[src/rtl/ac_controlador.sv]
// ac_controlador: air-conditioner sequencing FSM.
// Compares the measured temperature against a setpoint, drives the compressor,
// fan and (optionally) heater, and enforces the minimum on-time, the compressor
// lockout and a fan post-run. The state code and a saturating start counter
// are exported for the debug displays.
// Optional heating mode: define AC_HEAT_EN. Without it AQUECE is unreachable
// and aquecedor stays 0.
//
// state    | code | meaning
// DESL     |  0   | system disabled, all drives off
// BLOQ     |  1   | compressor lockout (anti-short-cycle), drives off
// OCIOSO   |  2   | enabled and idle, watching temperature
// RESFRIA  |  3   | cooling: compressor and fan on
// POS_VENT |  4   | fan-only post-run after compressor/heater stops
// AQUECE   |  5   | heating: heater and fan on (AC_HEAT_EN only)

module ac_controlador #(
  parameter int TW       = 4,
  parameter int HYST     = 1,
  parameter int MIN_ON   = 3,
  parameter int MIN_OFF  = 4,
  parameter int FAN_POST = 2
) (
  input  logic          clk_2,
  input  logic          reset,
  input  logic          liga,
  input  logic [TW-1:0] t_atual,
  input  logic [TW-1:0] t_alvo,
  output logic          compressor,
  output logic          ventilador,
  output logic          aquecedor,
  output logic [2:0]    estado,
  output logic [7:0]    partidas
);

  localparam int CNT_MAX = (MIN_ON > MIN_OFF)
                         ? ((MIN_ON  > FAN_POST) ? MIN_ON  : FAN_POST)
                         : ((MIN_OFF > FAN_POST) ? MIN_OFF : FAN_POST);
  localparam int CW = $clog2(CNT_MAX + 1);

  typedef enum logic [2:0] {
    DESL     = 3'd0,
    BLOQ     = 3'd1,
    OCIOSO   = 3'd2,
    RESFRIA  = 3'd3,
    POS_VENT = 3'd4,
    AQUECE   = 3'd5
  } estado_t;

  estado_t       state, state_next;
  logic [CW-1:0] cnt;

  // One extra bit so that t_alvo + HYST cannot wrap around.
  logic [TW:0] t_atual_x, t_alvo_x, hyst_x;
  logic        muito_quente, frio_ok, min_on_ok, bloq_fim, pos_fim;

  assign t_atual_x    = {1'b0, t_atual};
  assign t_alvo_x     = {1'b0, t_alvo};
  assign hyst_x       = (TW+1)'(HYST);
  assign muito_quente = t_atual_x > (t_alvo_x + hyst_x);
  assign frio_ok      = t_atual_x <= t_alvo_x;
  assign min_on_ok    = cnt >= CW'(MIN_ON - 1);
  assign bloq_fim     = cnt == CW'(MIN_OFF - 1);
  assign pos_fim      = cnt == CW'(FAN_POST - 1);

`ifdef AC_HEAT_EN
  logic muito_frio, quente_ok;
  assign muito_frio = (t_atual_x + hyst_x) < t_alvo_x;
  assign quente_ok  = t_atual_x >= t_alvo_x;
`endif

  // State register; reset overrides every transition.
  always_ff @(posedge clk_2) begin
    if (reset) state <= DESL;
    else       state <= state_next;
  end

  // Dwell timer: restarts on every state change, saturates at the longest window.
  always_ff @(posedge clk_2) begin
    if (reset)                     cnt <= '0;
    else if (state_next != state)  cnt <= '0;
    else if (cnt != CW'(CNT_MAX))  cnt <= cnt + 1'b1;
  end

  // Compressor start counter, counts entries into RESFRIA and holds at 255.
  always_ff @(posedge clk_2) begin
    if (reset)
      partidas <= '0;
    else if (state_next == RESFRIA && state != RESFRIA && partidas != 8'hFF)
      partidas <= partidas + 8'd1;
  end

  // Next-state logic.
  always_comb begin
    state_next = state;
    case (state)
      DESL:     if (liga) state_next = BLOQ;
      BLOQ: begin
        if (!liga)         state_next = DESL;
        else if (bloq_fim) state_next = OCIOSO;
      end
      OCIOSO: begin
        if (!liga)             state_next = DESL;
        else if (muito_quente) state_next = RESFRIA;
`ifdef AC_HEAT_EN
        else if (muito_frio)   state_next = AQUECE;
`endif
      end
      RESFRIA: begin
        if (!liga)                     state_next = POS_VENT;
        else if (min_on_ok && frio_ok) state_next = POS_VENT;
      end
      POS_VENT: if (pos_fim) state_next = liga ? BLOQ : DESL;
`ifdef AC_HEAT_EN
      AQUECE: begin
        if (!liga)                       state_next = POS_VENT;
        else if (min_on_ok && quente_ok) state_next = POS_VENT;
      end
`endif
      default:  state_next = DESL;
    endcase
  end

  // Moore output decode from the registered state.
  always_comb begin
    compressor = 1'b0;
    ventilador = 1'b0;
    aquecedor  = 1'b0;
    case (state)
      RESFRIA: begin
        compressor = 1'b1;
        ventilador = 1'b1;
      end
      POS_VENT: ventilador = 1'b1;
`ifdef AC_HEAT_EN
      AQUECE: begin
        aquecedor  = 1'b1;
        ventilador = 1'b1;
      end
`endif
      default: ;
    endcase
  end

  assign estado = state;

endmodule
[config.mk]
export PLATFORM = sky130hd
export DESIGN_NAME = ac_controlador
export DESIGN_NICKNAME = d
export VERILOG_FILES = /design/src/rtl/ac_controlador.sv
export SDC_FILE = /design/constraint.sdc
export NUM_CORES = 1
export LEC_CHECK = 0
export BUFFER_PORTS_ARGS = -buffer_cell sky130_fd_sc_hd__buf_2
export CORE_UTILIZATION = 30
export DETAILED_ROUTE_END_ITERATION = 6
export HOLD_SLACK_MARGIN = 0.05
export PLACE_DENSITY = 0.54
export SLEW_MARGIN = 5
export SYNTH_ARGS = -nofsm -noshare
export SYNTH_HDL_FRONTEND = slang
export SYNTH_SLANG_ARGS = --single-unit
[constraint.sdc]
create_clock -name clk_2 -period 4.9 [get_ports clk_2]
set_input_delay 0.98 -clock clk_2 [delete_from_list [all_inputs] [get_ports clk_2]]
set_output_delay 0.98 -clock clk_2 [all_outputs]
set_load 0.05 [all_outputs]
==> reports/metrics.cfg, run 1 <==
[clock_network]
clk_pin_slew_ns = 0.06
clock_latency_ns = 0.25
root_buffer = clkbuf_8
hold_buffers = 0
cts.path.max_buffers = 2
tritoncts = built
cts_max_level = 1
cts_buffers = 3
clkSinkCount = 14
postCtsSetupBuffers = 0
cts_resized = 0

[power_and_ir_drop]
power_leakage_nw = 0.596
p_per_area_nw_per_um2 = 212
peakVddDrop_mv = 0.110

[worst_hold_path]
min_from = partidas[5]
min_to = partidas[5]
hold_depth = 2
hp-class = reg2reg

[timing]
slew_viol_final = 0
maxSlewHeadroom_pct = 57.2
fin_crit_sh_pct = 59.4
rsz0062_at_grt = no
finalSetupTns_ns = 0
hold_viol_final = 0
tightest_slew_ns = 0.641
period_needed_ns = 2.91
finalSetupViolations = 0
skew_ns = 0.00211
max_clock_freq_mhz = 344

[synthesis]
yosysMostFrequentCell = ha_1
yosysTopAreaCellShare_pct = 24.3
synthTopCellsByCount = 15 x ha_1, 14 x dfxtp_1, 12 x inv_1, 12 x nand2_1
synth_edf_count = 0
syn-num-nets = 165
yosysUniqueCellTypes = 44
ys_ff_latch = 14
yosysTopAreaCell = dfxtp_1
syn_avg_cell_area_um2 = 8.29
async_reset_ff_share_pct = 0
yosysWarnings = 0
synth_top_family_by_area = simple AND/OR/NAND/NOR gates
synth-xor-area-share_pct = 3.80
synthFlopType = dfxtp_1
synth_compound_area_share_pct = 17.3
syn_area_um2 = 1150
seq_area_frac_synth_pct = 24.3
yosys.area_share.simple_pct = 26.8
synth_mux_area_share_pct = 3.69
synth_cells = 139
ys_top_cells_by_area = dfxtp_1 24%, ha_1 16%, a21oi_1 3.9%
synthAdderAreaFrac_pct = 16.3

[global_route]
grt_overflow = 0
grt_max_degree = 16
antenna_found_initial = 0
first_global_vias = 1036
gr-usage-all-layers_pct = 14.2
grt_pass1_wl_um = 4620

[critical_path]
cpMaxStageDelayCell = a32oi_2
max_stage_delay_ns = 0.56
endpoint_kind = register
crit_buf_inv = 1
worstPathMaxFanout = 14
critPathLaunchType = input port
path_delay_family = compound AO/OA/AOI/OAI gates
reg2reg_from = cnt[0]
path_cells = buf_2 -> nand3_1 -> xnor2_1 -> ha_1 -> a211oi_1 -> o21ai_0 -> a32oi_2 -> nor2_1 -> mux2_2
arrival_ns = 3.05
path_class = in2reg
reg2reg_to = partidas[2]
r2r_cells = 8
critPathRequiredTime_ns = 5.04
r2r_slack_ns = 2.67

[die]
dieArea_um2 = 4090
row_count = 22
ios = 25
start_util_pct = 31.5
die_width_um = 64.0
core_um2 = 3660
die_h_um = 64.0

[place]
io_buffers = 23
place_hpwl_um = 2050
place_area_um2 = 1290
gp_congestion = 0.767

[flow_run]
cap_viol_max_count = 0

[route]
drt_wl_total_um = 2600
antenna_left = 0
viasPerCell = 5.01
highest_layer = met4
drc_errors = 0
wl_met2_um = 1190
vias = 1047
drt-initial-drc-count = 26
dr.pass1.iters = 4
wl_met3_um = 106
detail_route.wl_per_cell_um = 12.4
routedLengthMet1_um = 1260

[cells_and_area]
diodes = 0
drive_above_1_share_pct = 22.4
nNetsFinal = 188
syn_to_final_growth_pct = 16.4
fin_area_um2 = 1340

[outcome]
status = finished, final reports clean

flip-flops by register name (all words and copies together), names as in the netlist:
signal,count
partidas,8
cnt,3
estado,3
logic make-up (layout without fill, tap and decap cells):
group / Yosys count / in the layout
AOI/OAI and AO/OA: 28 / 28
DFF: 14 / 14
and+or+nand+nor: 55 / 55
adders and majority gates: 15 / 15
xor gates and xnor gates: 5 / 5
other: 1 / 1
buffers and inverters: 17 / 39
muxes: 4 / 4
worst max-delay path by stage:
stage              start           to  slack [ns]  cells after the start
2_1_floorplan  estado[0]   ventilador        2.07                      5
3_3_place_gp   t_alvo[0]  partidas[0]        1.84                      9
3_5_place_dp   t_alvo[2]       cnt[2]        1.71                      9
4_1_cts        t_alvo[2]       cnt[2]        1.97                      9
5_1_grt        t_alvo[2]       cnt[2]        1.75                      9
6_report       t_alvo[2]  partidas[0]        1.99                      9
layer usage:
| metal | global-route usage (%) | up-vias |
|---|---|---|
| met5 | 0 | - |
| met4 | 6.25 | 0 |
| met3 | 2.14 | 7 |
| met2 | 23.4 | 23 |
| met1 | 18.0 | 486 |
| li1 | - | 531 |
metrics by stage:
stage / hold WS (ns) / util, % / setup slack, ns / power, W / instances
floorplan: 0.539 / - / 2.07 / 0.000158 / 139
global placement: 0.484 / 35.1 / 1.84 / 0.000170 / 205
detailed placement: 0.487 / 35.1 / 1.71 / 0.000171 / 205
CTS: 0.505 / 36.6 / 1.97 / 0.000289 / 209
global route: 0.548 / 36.6 / 1.75 / 0.000301 / 209
finish: 0.505 / 36.6 / 1.99 / 0.000284 / 209
layout by cell type, fill, tap and decap left out, types with 2 or more instances in the layout:
master,instances
mux2_2,2
nor3_1,3
inv_1,12
nor2_1,9
nand2b_1,2
nor2b_1,5
a211oi_1,3
o21ai_0,3
xnor2_1,5
a21oi_1,9
clkbuf_8,4
ha_1,15
nand2_1,12
buf_2,23
mux2i_1,2
dfxtp_1,14
or4_1,3
o31ai_1,3
and3_1,2
nand3_1,7
report_power, final:
group	switching, W	internal [W]
clock	0.0000441	0.0000712
combinational	0.0000297	0.0000199
sequential	0.00000341	0.000116
final cells by class:
| type | count | area (um^2) |
|---|---|---|
| multi-input cells | 108 | 786 |
| flip-flops and latches | 14 | 280 |
| repair buffers | 23 | 115 |
| well taps | 48 | 60.1 |
| clock buffers | 4 | 55.1 |
| inverters | 12 | 45.0 |
| fillers | 408 | 2320 |
tightest hold or removal path: stages, from the launching register on:
cell,delay (ns)
dfxtp_1,0.33
o31ai_1,0.07
a21oi_1,0.06
(Power assumes the default switching activity.)
==> run 2: changes to the inputs <==
--- a/config.mk
+++ b/config.mk
@@ -5,6 +5,7 @@
 export SDC_FILE = /design/constraint.sdc
 export NUM_CORES = 1
 export LEC_CHECK = 0
+export ABC_AREA = 1
 export BUFFER_PORTS_ARGS = -buffer_cell sky130_fd_sc_hd__buf_2
 export CORE_UTILIZATION = 30
 export DETAILED_ROUTE_END_ITERATION = 6
==> constraint.sdc (replaced) <==
create_clock -name clk_2 -period 2.85 [get_ports clk_2]
set_input_delay 0.57 -clock clk_2 [delete_from_list [all_inputs] [get_ports clk_2]]
set_output_delay 0.57 -clock clk_2 [all_outputs]
set_load 0.05 [all_outputs]
==> reports/metrics.cfg, run 2 <==
[cells_and_area]
diodes = 0  ; unchanged
regMostFlops = partidas
nNetsFinal = 240  ; +28%
final_common_cell = nand2_1
drive_above_1_share_pct = 22.1  ; -0.29 points
syn_to_final_growth_pct = 17.5
final_cell_mix = 45 x nand2_1, 27 x inv_1, 23 x buf_2, 15 x ha_1
stdcell_count = 263  ; +26%
largest_reg_flops = 8  ; unchanged

[place]
io_buffers = 23  ; unchanged
placed_cells = 259  ; +26%
gp_congestion = 0.775  ; +1.1%
place_hpwl_um = 2180  ; +6.0%

[synthesis]
yosysWarnings = 0  ; unchanged
synth_edf_count = 0  ; unchanged
synth_mux_area_share_pct = 0  ; -3.7 points
synthFlopType = dfxtp_1
ys_ff_latch = 14  ; unchanged
seq_area_frac_synth_pct = 22.2  ; -2.1 points
ys_top_cells_by_area = dfxtp_1 22%, ha_1 15%, nand2_1 13%
synthTopCellsByCount = 45 x nand2_1, 27 x inv_1, 15 x ha_1
async_reset_ff_share_pct = 0  ; unchanged
yosysTopAreaCell = dfxtp_1
synth-xor-area-share_pct = 6.24  ; +2.4 points
synth_cells = 188  ; +35%
synth_top_family_by_area = simple AND/OR/NAND/NOR gates
syn_avg_cell_area_um2 = 6.72  ; -19%
yosys.area_share.simple_pct = 39.8  ; +13 points
syn-num-nets = 214  ; +30%
yosysTopAreaCellShare_pct = 22.2  ; -2.1 points
yosysMostFrequentCell = nand2_1
synthAdderAreaFrac_pct = 14.9  ; -1.4 points
yosysUniqueCellTypes = 28  ; -36%
synth_compound_area_share_pct = 7.04  ; -10 points
syn_area_um2 = 1260  ; +9.6%

[timing]
fin_crit_sh_pct = 73.3
period_needed_ns = 2.09
max_clock_freq_mhz = 478
slew_viol_final = 0  ; unchanged
rsz0062_at_grt = no
skew_ns = 0.00269  ; +0.000584 ns
finalSetupTns_ns = 0  ; unchanged
finalSetupViolations = 0  ; unchanged
hold_viol_final = 0  ; unchanged

[global_route]
grt_pass1_wl_um = 4410  ; -4.5%
antenna_found_initial = 0  ; unchanged
gr-usage-all-layers_pct = 12.7  ; -1.5 points
first_global_vias = 1061  ; +2.4%
grt_max_degree = 12  ; -4
grt_overflow = 0  ; unchanged

[critical_path]
reg2reg_to = cnt[1]
path_class = in2reg
critPathLaunchType = input port
arrival_ns = 2.26  ; -0.79 ns
reg2reg_from = cnt[1]
crit_start = t_alvo[0]
critPathRequiredTime_ns = 3.02  ; -2.02 ns
r2r_cells = 12  ; +4
r2r_slack_ns = 1.23  ; -1.44 ns
endpoint_kind = register
endpoint = cnt[2]
worstPathMaxFanout = 8  ; -6

[die]
core_um2 = 4030  ; +10%
start_util_pct = 31.3  ; -0.14 points
ios = 25  ; unchanged
dieArea_um2 = 4470  ; +9.3%
die_h_um = 66.9  ; +4.5%
row_count = 23  ; +4.5%
die_width_um = 66.9  ; +4.5%

[flow_run]
cap_viol_max_count = 0  ; unchanged

[clock_network]
cts.path.max_buffers = 2  ; unchanged
cts_resized = 0  ; unchanged
clock_latency_ns = 0.24  ; about the same
clk_pin_slew_ns = 0.06  ; about the same
cts_max_level = 1  ; unchanged
clkSinkCount = 14  ; unchanged
postCtsSetupBuffers = 0  ; unchanged
tritoncts = built
root_buffer = clkbuf_8
hold_buffers = 0  ; unchanged
cts_buffers = 3  ; unchanged

[route]
detail_route.wl_per_cell_um = 10.1  ; -19%
drc_errors = 0  ; unchanged
drt-initial-drc-count = 34  ; +31%
antenna_left = 0  ; unchanged
dr.pass1.iters = 4  ; unchanged
viasPerCell = 4.50  ; -10%
vias = 1184  ; +13%
drt_wl_total_um = 2660  ; +2.5%

[worst_hold_path]
min_from = partidas[6]
hp-class = reg2reg

[power_and_ir_drop]
peakVddDrop_mv = 0.167  ; +51%
power_leakage_nw = 0.740  ; +24%
p_per_area_nw_per_um2 = 337  ; +59%

[outcome]
status = finished, final reports clean

## run 2: cell types whose count changed after synthesis, moves of 5 or more
cell,change
nand2_1,+33
inv_1,+15
nand2_2,+7
nand4_1,+7
xor2_1,+6
nor2_1,+5
nor2_2,+5
nor2b_1,-5
## run 2: how the worst min path moves through the flow
stage / endpoint / depth (start not counted)
floorplan: cnt[2] / 3
global placement: partidas[6] / 2
detailed placement: partidas[6] / 2
CTS: partidas[6] / 2
global route: partidas[6] / 2
finish: partidas[6] / 2
## run 2: logic make-up after synthesis
kind of cell    count (synthesis)
xor+xnor                        9
buf+inv                        31
compound gates                 16
simple gates                  102
other cells                     1
fa+ha+maj                      15
flops                          14
## run 2: cell type report
cell class | count | area [um^2]
Clock buffer | 4 | 55.1
Fill cell | 447 | 2540
Inverter | 29 | 109
Multi-Input combinational cell | 143 | 862
Sequential cell | 14 | 280
Tap cell | 50 | 62.6
Timing Repair Buffer | 23 | 115
## run 2: worst max-delay path, cell delays in order
cell and delay (ns):
buf_2 0.12, ha_1 0.22, xnor2_1 0.13, ha_1 0.30, nand2_1 0.07, nand2_1 0.07, inv_1 0.06, nand2_1 0.04
nand2_1 0.05, nand2_1 0.05, nand2_1 0.07, nand2_2 0.06, nand2_4 0.08, nand2_4 0.08, nand2_2 0.07, nand2_2 0.07
nor3_1 0.15
## run 2: per-layer routing
layer  track usage, %  vias up  part of all wire (%)
li1                 -      650                     -
met2             21.7       19                    44
met4             2.39        0                  0.64
met3             2.23        2                   3.4
met1             16.5      513                    52
met5                0        -                     0
## run 2: per-stage QoR
stage | setup WS (ns) | hold slack, ns | power (W) | util, % | area (um^2)
6_report | 0.760 | 0.476 | 0.000500 | 36.8 | 1480
5_1_grt | 0.582 | 0.513 | 0.000536 | 36.8 | 1480
4_1_cts | 0.746 | 0.482 | 0.000508 | 36.8 | 1480
3_5_place_dp | 0.498 | 0.473 | 0.000312 | 35.5 | 1430
3_3_place_gp | 0.517 | 0.473 | 0.000312 | 35.5 | 1430
2_1_floorplan | 0.786 | 0.621 | 0.000286 | - | 1260
## run 2: where the power goes
part	leakage, nW	total (W)	switching (W)	internal, W
clock network	0.0288	0.000194	0.0000716	0.000122
registers	0.113	0.000203	0.00000404	0.000199
logic	0.598	0.000103	0.0000641	0.0000388
